**src/rtl/fetch_aligner.sv**
```systemverilog
`default_nettype none
// ============================================================================
// Module      : fetch_aligner
// Description : Instruction fetch front end. Issues word reads to
//               instruction memory, queues the returned halfwords and
//               presents whole instructions, compressed or 32-bit, on a
//               valid/ready port. Redirects discard queued and in-flight
//               data.
// Revision    : 1.0 - initial release
// ============================================================================
module fetch_aligner #(
    parameter logic [31:0] RESET_PC = 32'h0000_0000
) (
    input  logic        clk,
    input  logic        rst_n,
    output logic        fetch_req_o,
    output logic [31:0] fetch_addr_o,
    input  logic        fetch_valid_i,
    input  logic [31:0] fetch_data_i,
    input  logic        flush_i,
    input  logic [31:0] flush_pc_i,
    output logic [31:0] instr_o,
    output logic [31:0] instr_pc_o,
    output logic        instr_compressed_o,
    output logic        instr_valid_o,
    input  logic        instr_ready_i
);

    // RUN: nothing outstanding, WAIT: one request outstanding,
    // DROP: the outstanding response is stale and will be thrown away
    localparam logic [1:0] c_st_run  = 2'd0;
    localparam logic [1:0] c_st_wait = 2'd1;
    localparam logic [1:0] c_st_drop = 2'd2;

    localparam logic [31:0] c_reset_fetch = {RESET_PC[31:2], 2'b00};

    logic [1:0]  r_state;
    logic [1:0]  w_state_next;
    logic [47:0] r_q;            // halfword queue, slot 0 = head in [15:0]
    logic [1:0]  r_count;        // valid halfwords in the queue, 0..3
    logic [31:0] r_head_pc;
    logic [31:0] r_fetch_addr;
    logic        r_skip_low;     // drop the low halfword of the next response

    logic        w_head_comp;
    logic        w_valid;
    logic        w_pop;
    logic [1:0]  w_pop_n;
    logic [1:0]  w_cnt_pop;
    logic [47:0] w_q_shift;
    logic        w_resp_accept;
    logic [1:0]  w_push_n;
    logic [15:0] w_push_hw0;
    logic [47:0] w_q_next;
    logic [1:0]  w_count_next;
    logic        w_unused_pc_bit;

    // The redirect target's byte bit carries no information
    assign w_unused_pc_bit = flush_pc_i[0];

    assign w_head_comp = (r_q[1:0] != 2'b11);
    assign w_valid     = ((r_count != 2'd0) && w_head_comp) || (r_count >= 2'd2);

    // Outputs are forced to their reset values whenever reset is asserted
    assign instr_valid_o      = rst_n & w_valid;
    assign instr_compressed_o = instr_valid_o & w_head_comp;
    assign instr_o            = !instr_valid_o ? 32'h0000_0000 :
                                w_head_comp    ? {16'h0000, r_q[15:0]} : r_q[31:0];
    assign instr_pc_o         = rst_n ? r_head_pc : RESET_PC;

    // Only request when a full response is guaranteed to fit in the queue
    assign fetch_req_o  = rst_n && (r_state == c_st_run) && (r_count <= 2'd1) && !flush_i;
    assign fetch_addr_o = r_fetch_addr;

    assign w_pop         = instr_valid_o & instr_ready_i;
    assign w_resp_accept = (r_state == c_st_wait) && fetch_valid_i;
    assign w_push_hw0    = r_skip_low ? fetch_data_i[31:16] : fetch_data_i[15:0];

    // Pop side: how many halfwords leave and what remains after the shift
    always_comb begin
        w_pop_n   = 2'd0;
        w_q_shift = r_q;
        if (w_pop) begin
            if (w_head_comp) begin
                w_pop_n   = 2'd1;
                w_q_shift = {16'h0000, r_q[47:16]};
            end else begin
                w_pop_n   = 2'd2;
                w_q_shift = {32'h0000_0000, r_q[47:32]};
            end
        end
    end

    assign w_cnt_pop = r_count - w_pop_n;

    // Push side: append the response halfwords behind what survived the pop
    always_comb begin
        w_push_n = 2'd0;
        w_q_next = w_q_shift;
        if (w_resp_accept) begin
            w_push_n = r_skip_low ? 2'd1 : 2'd2;
            case (w_cnt_pop)
                2'd0:    w_q_next[15:0]  = w_push_hw0;
                2'd1:    w_q_next[31:16] = w_push_hw0;
                default: w_q_next[47:32] = w_push_hw0;
            endcase
            if (!r_skip_low) begin
                case (w_cnt_pop)
                    2'd0:    w_q_next[31:16] = fetch_data_i[31:16];
                    default: w_q_next[47:32] = fetch_data_i[31:16];
                endcase
            end
        end
    end

    assign w_count_next = w_cnt_pop + w_push_n;

    // Next-state logic for the outstanding-request tracker
    always_comb begin
        w_state_next = r_state;
        case (r_state)
            c_st_run: begin
                if (fetch_req_o) w_state_next = c_st_wait;
            end
            c_st_wait: begin
                if (fetch_valid_i)  w_state_next = c_st_run;
                else if (flush_i)   w_state_next = c_st_drop;
            end
            c_st_drop: begin
                if (fetch_valid_i) w_state_next = c_st_run;
            end
            default: w_state_next = c_st_run;
        endcase
    end

    // State register
    always_ff @(posedge clk) begin
        if (!rst_n) r_state <= c_st_run;
        else        r_state <= w_state_next;
    end

    // Queue, PCs and skip flag; a redirect overrides any same-cycle pop/push
    always_ff @(posedge clk) begin
        if (!rst_n) begin
            r_q          <= 48'h0;
            r_count      <= 2'd0;
            r_head_pc    <= RESET_PC;
            r_fetch_addr <= c_reset_fetch;
            r_skip_low   <= 1'b0;
        end else if (flush_i) begin
            r_q          <= 48'h0;
            r_count      <= 2'd0;
            r_head_pc    <= {flush_pc_i[31:1], 1'b0};
            r_fetch_addr <= {flush_pc_i[31:2], 2'b00};
            r_skip_low   <= flush_pc_i[1];
        end else begin
            r_q     <= w_q_next;
            r_count <= w_count_next;
            if (w_pop)         r_head_pc    <= r_head_pc + (w_head_comp ? 32'd2 : 32'd4);
            if (fetch_req_o)   r_fetch_addr <= r_fetch_addr + 32'd4;
            if (w_resp_accept) r_skip_low   <= 1'b0;
        end
    end

endmodule
`default_nettype wire
```
**config.mk**
```make
export PLATFORM = sky130hd
export DESIGN_NAME = fetch_aligner
export DESIGN_NICKNAME = d
export VERILOG_FILES = /design/src/rtl/fetch_aligner.sv
export SDC_FILE = /design/constraint.sdc
export NUM_CORES = 1
export LEC_CHECK = 0
export ABC_AREA = 1
export CORE_MARGIN = 3
export CORE_UTILIZATION = 57
export CTS_CLUSTER_SIZE = 16
export DETAILED_ROUTE_END_ITERATION = 12
export GPL_TIMING_DRIVEN = 0
export PLACE_DENSITY = 0.87
export SETUP_SLACK_MARGIN = 0.05
export SLEW_MARGIN = 30
export SYNTH_ARGS = -nofsm -noshare
export SYNTH_HDL_FRONTEND = slang
export SYNTH_SLANG_ARGS = --single-unit
```
**constraint.sdc**
```tcl
create_clock -name clk -period 5.1 [get_ports clk]
set_clock_uncertainty 0.15 [all_clocks]
set_input_delay 1.275 -clock clk [delete_from_list [all_inputs] [get_ports clk]]
set_output_delay 1.275 -clock clk [all_outputs]
set_load 0.02 [all_outputs]
```
After elaboration in Yosys (flattened, before gate mapping)

Cells that the tools add are included.
W data, S select, Z words.

Div/mod/pow operators: 0
Reduce and logical (&&, ||, !) cells: 16
Order comparisons: 2
Equality and inequality tests: 7
Bitwise operators: 4
Add/subtract/negate cells: 4
Multiplexer cells: 29
Multiply operators: 0
Shift operators: 0

Operator list:

| operator                | number |
|---|---|
| $mux W32                | 9 |
| $mux W16                | 6 |
| $mux W48                | 2 |
| $add A32 B3 Y32         | 1 |
| $add A32 B3 Y32 const B | 1 |
| $mux W2                 | 8 |
| $reduce_bool A2 Y1      | 4 |
| $ne A2 B2 Y1 const B    | 3 |
| $pmux W2 S3             | 1 |
| $logic_and A1 B1 Y1     | 5 |
| $eq A2 B1 Y1 const B    | 2 |
| $logic_not A2 Y1        | 2 |
| $reduce_or A2 Y1        | 2 |
| $and A1 B1 Y1           | 3 |
| $mux W3                 | 1 |
| $ne A3 B3 Y1 const B    | 1 |
| $reduce_and A3 Y1       | 1 |
| $add A2 B2 Y2           | 1 |
| $eq A2 B2 Y1 const B    | 1 |
| $ge A2 B2 Y1 const B    | 1 |
| $le A2 B1 Y1 const B    | 1 |
| $mux W1                 | 2 |
| $sub A2 B2 Y2           | 1 |
| $logic_not A1 Y1        | 1 |
| 2 further kinds         | 2 |

Memory bits (writable): 0
Latch bits: 0
Logic and storage cells: 70
Memories: 0
Output and inout port bits: 99
Register bits after elaboration: 117
Memory bits (read-only): 0

Logic depth before layout (Yosys ltp)

Depth after elaboration: 13
Depth in mapped cells: 17

Least setup slack after synthesis

No wires, ideal clock.

Kind: in2out
Start: input rst_n
End: output instr_o[23]
Buffers on the path: 2
Required time: 3.675 ns
Slack: 1.215 ns
Arrival time: 2.460 ns
Cell stages on the path: 6
Cell sequence: buf_2 inv_1 a21oi_4 clkbuf_1 nand3_1 inv_1

Cells in the longest elaborated chain, start to end: 2

RTL lines:

| item              | RTL line | RTL |
|---|---|---|
| from (decl)       | 15       | `input logic rst_n,` |
| $and A1 B1 Y1     | 65       | `assign instr_valid_o = rst_n & w_valid;` |
| net instr_valid_o | 25       | `output logic instr_valid_o,` |
| $mux W32          | 67       | `assign instr_o = !instr_valid_o ? 32'h0000_0000 :` |
| to (decl)         | 22       | `output logic [31:0] instr_o,` |

The timed path passes the listed nets, and every way through them passes these cells.

Worst setup path after layout

Start: input rst_n
End: output instr_o[23]

Cells in the longest elaborated chain, start to end: 2

RTL lines:

| item          | RTL line |
|---|---|
| $and A1 B1 Y1 | 65 |
| $mux W32      | 67 |

No other way between the ends.

==> results.cfg <==
[synthesis]
synth.most_common_cell = nand2_1
synth_seq_cells = 114
synth_top_area_share_pct = 27.7
syn_inst = 1421
ys_top_cells_by_area = dfxtp_1, nand2_1, nand3_1, inv_1, a21oi_1
synth_warnings = 0
synth_flop_cell = dfxtp_1
synthTopCellsByCount = nand2_1, inv_1, nand3_1
yosysTopAreaCell = dfxtp_1
avgSynthCellArea_um2 = 5.80
ys_seq_area_share_pct = 27.7
synth_cell_types = 41
async_flop_share_pct = 0
synth_edf_count = 0
synth_area_um2 = 8240

[cts]
cts_hold_buf = 0
cts_sinks = 114
htreeDepth = 4
cts_tree = done
ctsRootBufferMaster = clkbuf_16
cts_buffer_depth = 2
cts_resized = 0
clock_latency_ns = 0.42
postCtsSetupBuffers = 0
numCtsBuffers = 17
path_clk_slew_ns = 0.05

[layout]
final_area_um2 = 10600
num_antenna_cells = 0
nets = 1678
drive_above_1_share_pct = 5.33
multi_input_area_um2 = 4830
final_core_util_pct = 76.1
register_area_um2 = 2280
nFillCells = 1167
area_growth_pct = 29.2

[drt]
remaining_drc_errors = 0
via_per_inst = 5.75
wire_per_inst_um = 17.1
drt-pass1-iter-count = 6
vias = 10300
initialDrtViolationCount = 1308
routed_wl_mm = 30.7
route.antenna.remaining_nets = 0

[setup_path]
cpLargestDelayFamily = buffers and inverters
cp_slowest_stage_delay_ns = 0.60
critPathRequiredTime_ns = 3.67
reg2reg_slack_ns = 1.63
path_depth = 7
reg2regPathDepth = 14
start_kind = input port
critPathMaxFanout = 10
worstReg2RegStart = r_q[0]$_SDFF_PP0_
crit_top_cell = inv_1
critPathCaptureType = primary output
r2r_end = r_head_pc[24]$_SDFFE_PN0P_
cp-startpoint = rst_n
slowest_stage = clkdlybuf4s50_1
crit_path_end = instr_o[23]
crit_chain = buf_2 -> inv_1 -> a21oi_4 -> clkbuf_1 -> nand3_1 -> inv_1 -> clkdlybuf4s50_1
critPathBufInv = 5
crit_type = in2out
crit_arrival_ns = 3.39

[die]
rows = 43
die_w_um = 126
initial_core_util_pct = 58.9
fp.coreArea_um2 = 14000
ios = 168
die-area_um2 = 15900
die-height_um = 126

[sta]
fin_crit_ns = 4.82
drv_slew = 0
fmax_mhz = 208
tns_ns = 0
max_slew_margin_pct = 49.9
report.final.setup_viol = 0
rsz0062_at_grt = no
tightestPinTransition_ns = 0.751
finalHoldViolCount = 0
period_share_pct = 94.4

[flow_run]
cap_violations = 0

[placed_design]
numPortBuffers = 162
place_area_um2 = 10100
place_congestion = 1.00
dp_hpwl_mm = 23.7

[global_route]
antenna_found_initial = 0
top_usage_layer = met2
overflow = 0
grt_usage_pct = 37.3
grt_pass1_vias = 9395
grt_start_max_net_pins = 17
met2_usage_pct = 62.8
grt_pass1_wl_mm = 48.0
met1_usage_pct = 44.8
grt_use_met3_pct = 7.68

[power_and_ir_drop]
ir_drop_mv = 0.235
power_density_nw_per_um2 = 238
leakagePower_uw = 0.00479

[hold_path]
min_path_type = reg2reg

[outcome]
status = completed
power by group:
part	internal (µW)	leakage (µW)	switching [µW]
logic	170	0.00357	270
registers	929	0.000932	51.6
clock network	701	0.000281	416
total	1800	0.00479	737
layout make-up:
cell class	count	area share, %
Timing Repair Buffer	162	15.2
Inverter	218	7.72
Sequential cell	114	21.4
Buffer	67	2.94
Clock inverter	5	0.235
Clock buffer	25	4.94
Multi-Input combinational cell	1024	45.4
Tap cell	180	2.12
cell usage in the layout, fill, tap and decap left out, types with 4 or more instances in the layout:
| master | netlist | routed |
|---|---|---|
| clkbuf_16 | 0 | 17 |
| o211ai_1 | 10 | 10 |
| nand3b_1 | 6 | 6 |
| nand2_2 | 6 | 6 |
| buf_2 | 22 | 22 |
| buf_4 | 7 | 7 |
| dfxtp_1 | 114 | 114 |
| clkinv_2 | 1 | 6 |
| nor2_1 | 109 | 109 |
| nand4_1 | 11 | 11 |
| nor3_1 | 34 | 34 |
| o21ai_1 | 11 | 11 |
| a31oi_1 | 21 | 21 |
| nand3_1 | 158 | 158 |
| ha_1 | 4 | 4 |
| o21ai_0 | 66 | 66 |
| clkbuf_1 | 27 | 28 |
| clkbuf_8 | 0 | 7 |
| a21oi_1 | 86 | 86 |
| nand2_1 | 440 | 440 |
| buf_1 | 10 | 10 |
| xor2_1 | 36 | 36 |
| nor2_4 | 4 | 4 |
| clkdlybuf4s50_1 | 0 | 162 |
| inv_1 | 209 | 209 |
| inv_2 | 4 | 4 |
stage by stage:
step / total power [µW] / cells / worst slack [ns] / hold WS, ns
4_1_cts: 2520 / 1795 / 0.317 / 0.339
6_report: 2540 / 1795 / 0.285 / 0.349
5_1_grt: 2610 / 1795 / 0.223 / 0.370
2_1_floorplan: 1230 / 1423 / 1.21 / 0.317
3_5_place_dp: 1420 / 1765 / 0.370 / 0.337
3_3_place_gp: 1410 / 1765 / 0.372 / 0.321
worst min-delay path by stage:
| stage | from | end | slack (ns) | cells past startpoint |
|---|---|---|---|---|
| after floorplan | r_state[0]$_SDFFE_PN0P_ | r_state[1]$_SDFFE_PN0P_ | 0.32 | 2 |
| after global placement | r_state[0]$_SDFFE_PN0P_ | r_state[1]$_SDFFE_PN0P_ | 0.32 | 2 |
| after detailed placement | r_state[0]$_SDFFE_PN0P_ | r_state[1]$_SDFFE_PN0P_ | 0.34 | 2 |
| after CTS | r_state[0]$_SDFFE_PN0P_ | r_state[1]$_SDFFE_PN0P_ | 0.34 | 2 |
| after global routing | r_state[0]$_SDFFE_PN0P_ | r_state[1]$_SDFFE_PN0P_ | 0.37 | 2 |
| final | r_state[0]$_SDFFE_PN0P_ | r_state[1]$_SDFFE_PN0P_ | 0.35 | 2 |
layer usage:
| metal | part of all wire [%] | routed length, µm | vias up |
|---|---|---|---|
| li1 | - | - | 4852 |
| met1 | 37 | 11300 | 4579 |
| met2 | 47 | 14400 | 762 |
| met3 | 11 | 3480 | 129 |
| met4 | 5.3 | 1620 | 0 |
| met5 | 0 | 0 | - |
cell families (layout without fill, tap and decap cells):
logic type                 Yosys count  in the layout  share of synthesized area (%)
AOI/OAI and AO/OA                  199            199                           13.0
xor gates and xnor gates            39             39                           4.24
adders and majority gates            5              5                          0.850
buffers and inverters              285            477                           13.8
DFF                                114            114                           27.7
other                                1              3                         0.0455
and+or+nand+nor                    778            778                           40.4
worst reg2reg max path: stages (launching register included):
cell and delay, ns:
dfxtp_1 0.36, nand2_2 0.16, inv_4 0.15, clkbuf_1 0.45, buf_1 0.51, ha_1 0.27
inv_1 0.05, nand2_1 0.05, nand2_1 0.13, inv_1 0.17, nand2_1 0.17, nor3_1 0.30
xor2_1 0.27, nand2_1 0.08, a21oi_1 0.12
flip-flops by register name (all words and copies together), names as in the netlist:
| register | count |
|---|---|
| r_state | 2 |
| r_head_pc | 31 |
| r_q | 48 |
| r_count | 2 |
| r_skip_low | 1 |
| fetch_addr_o | 30 |
Power figures use the tool's default switching activity.
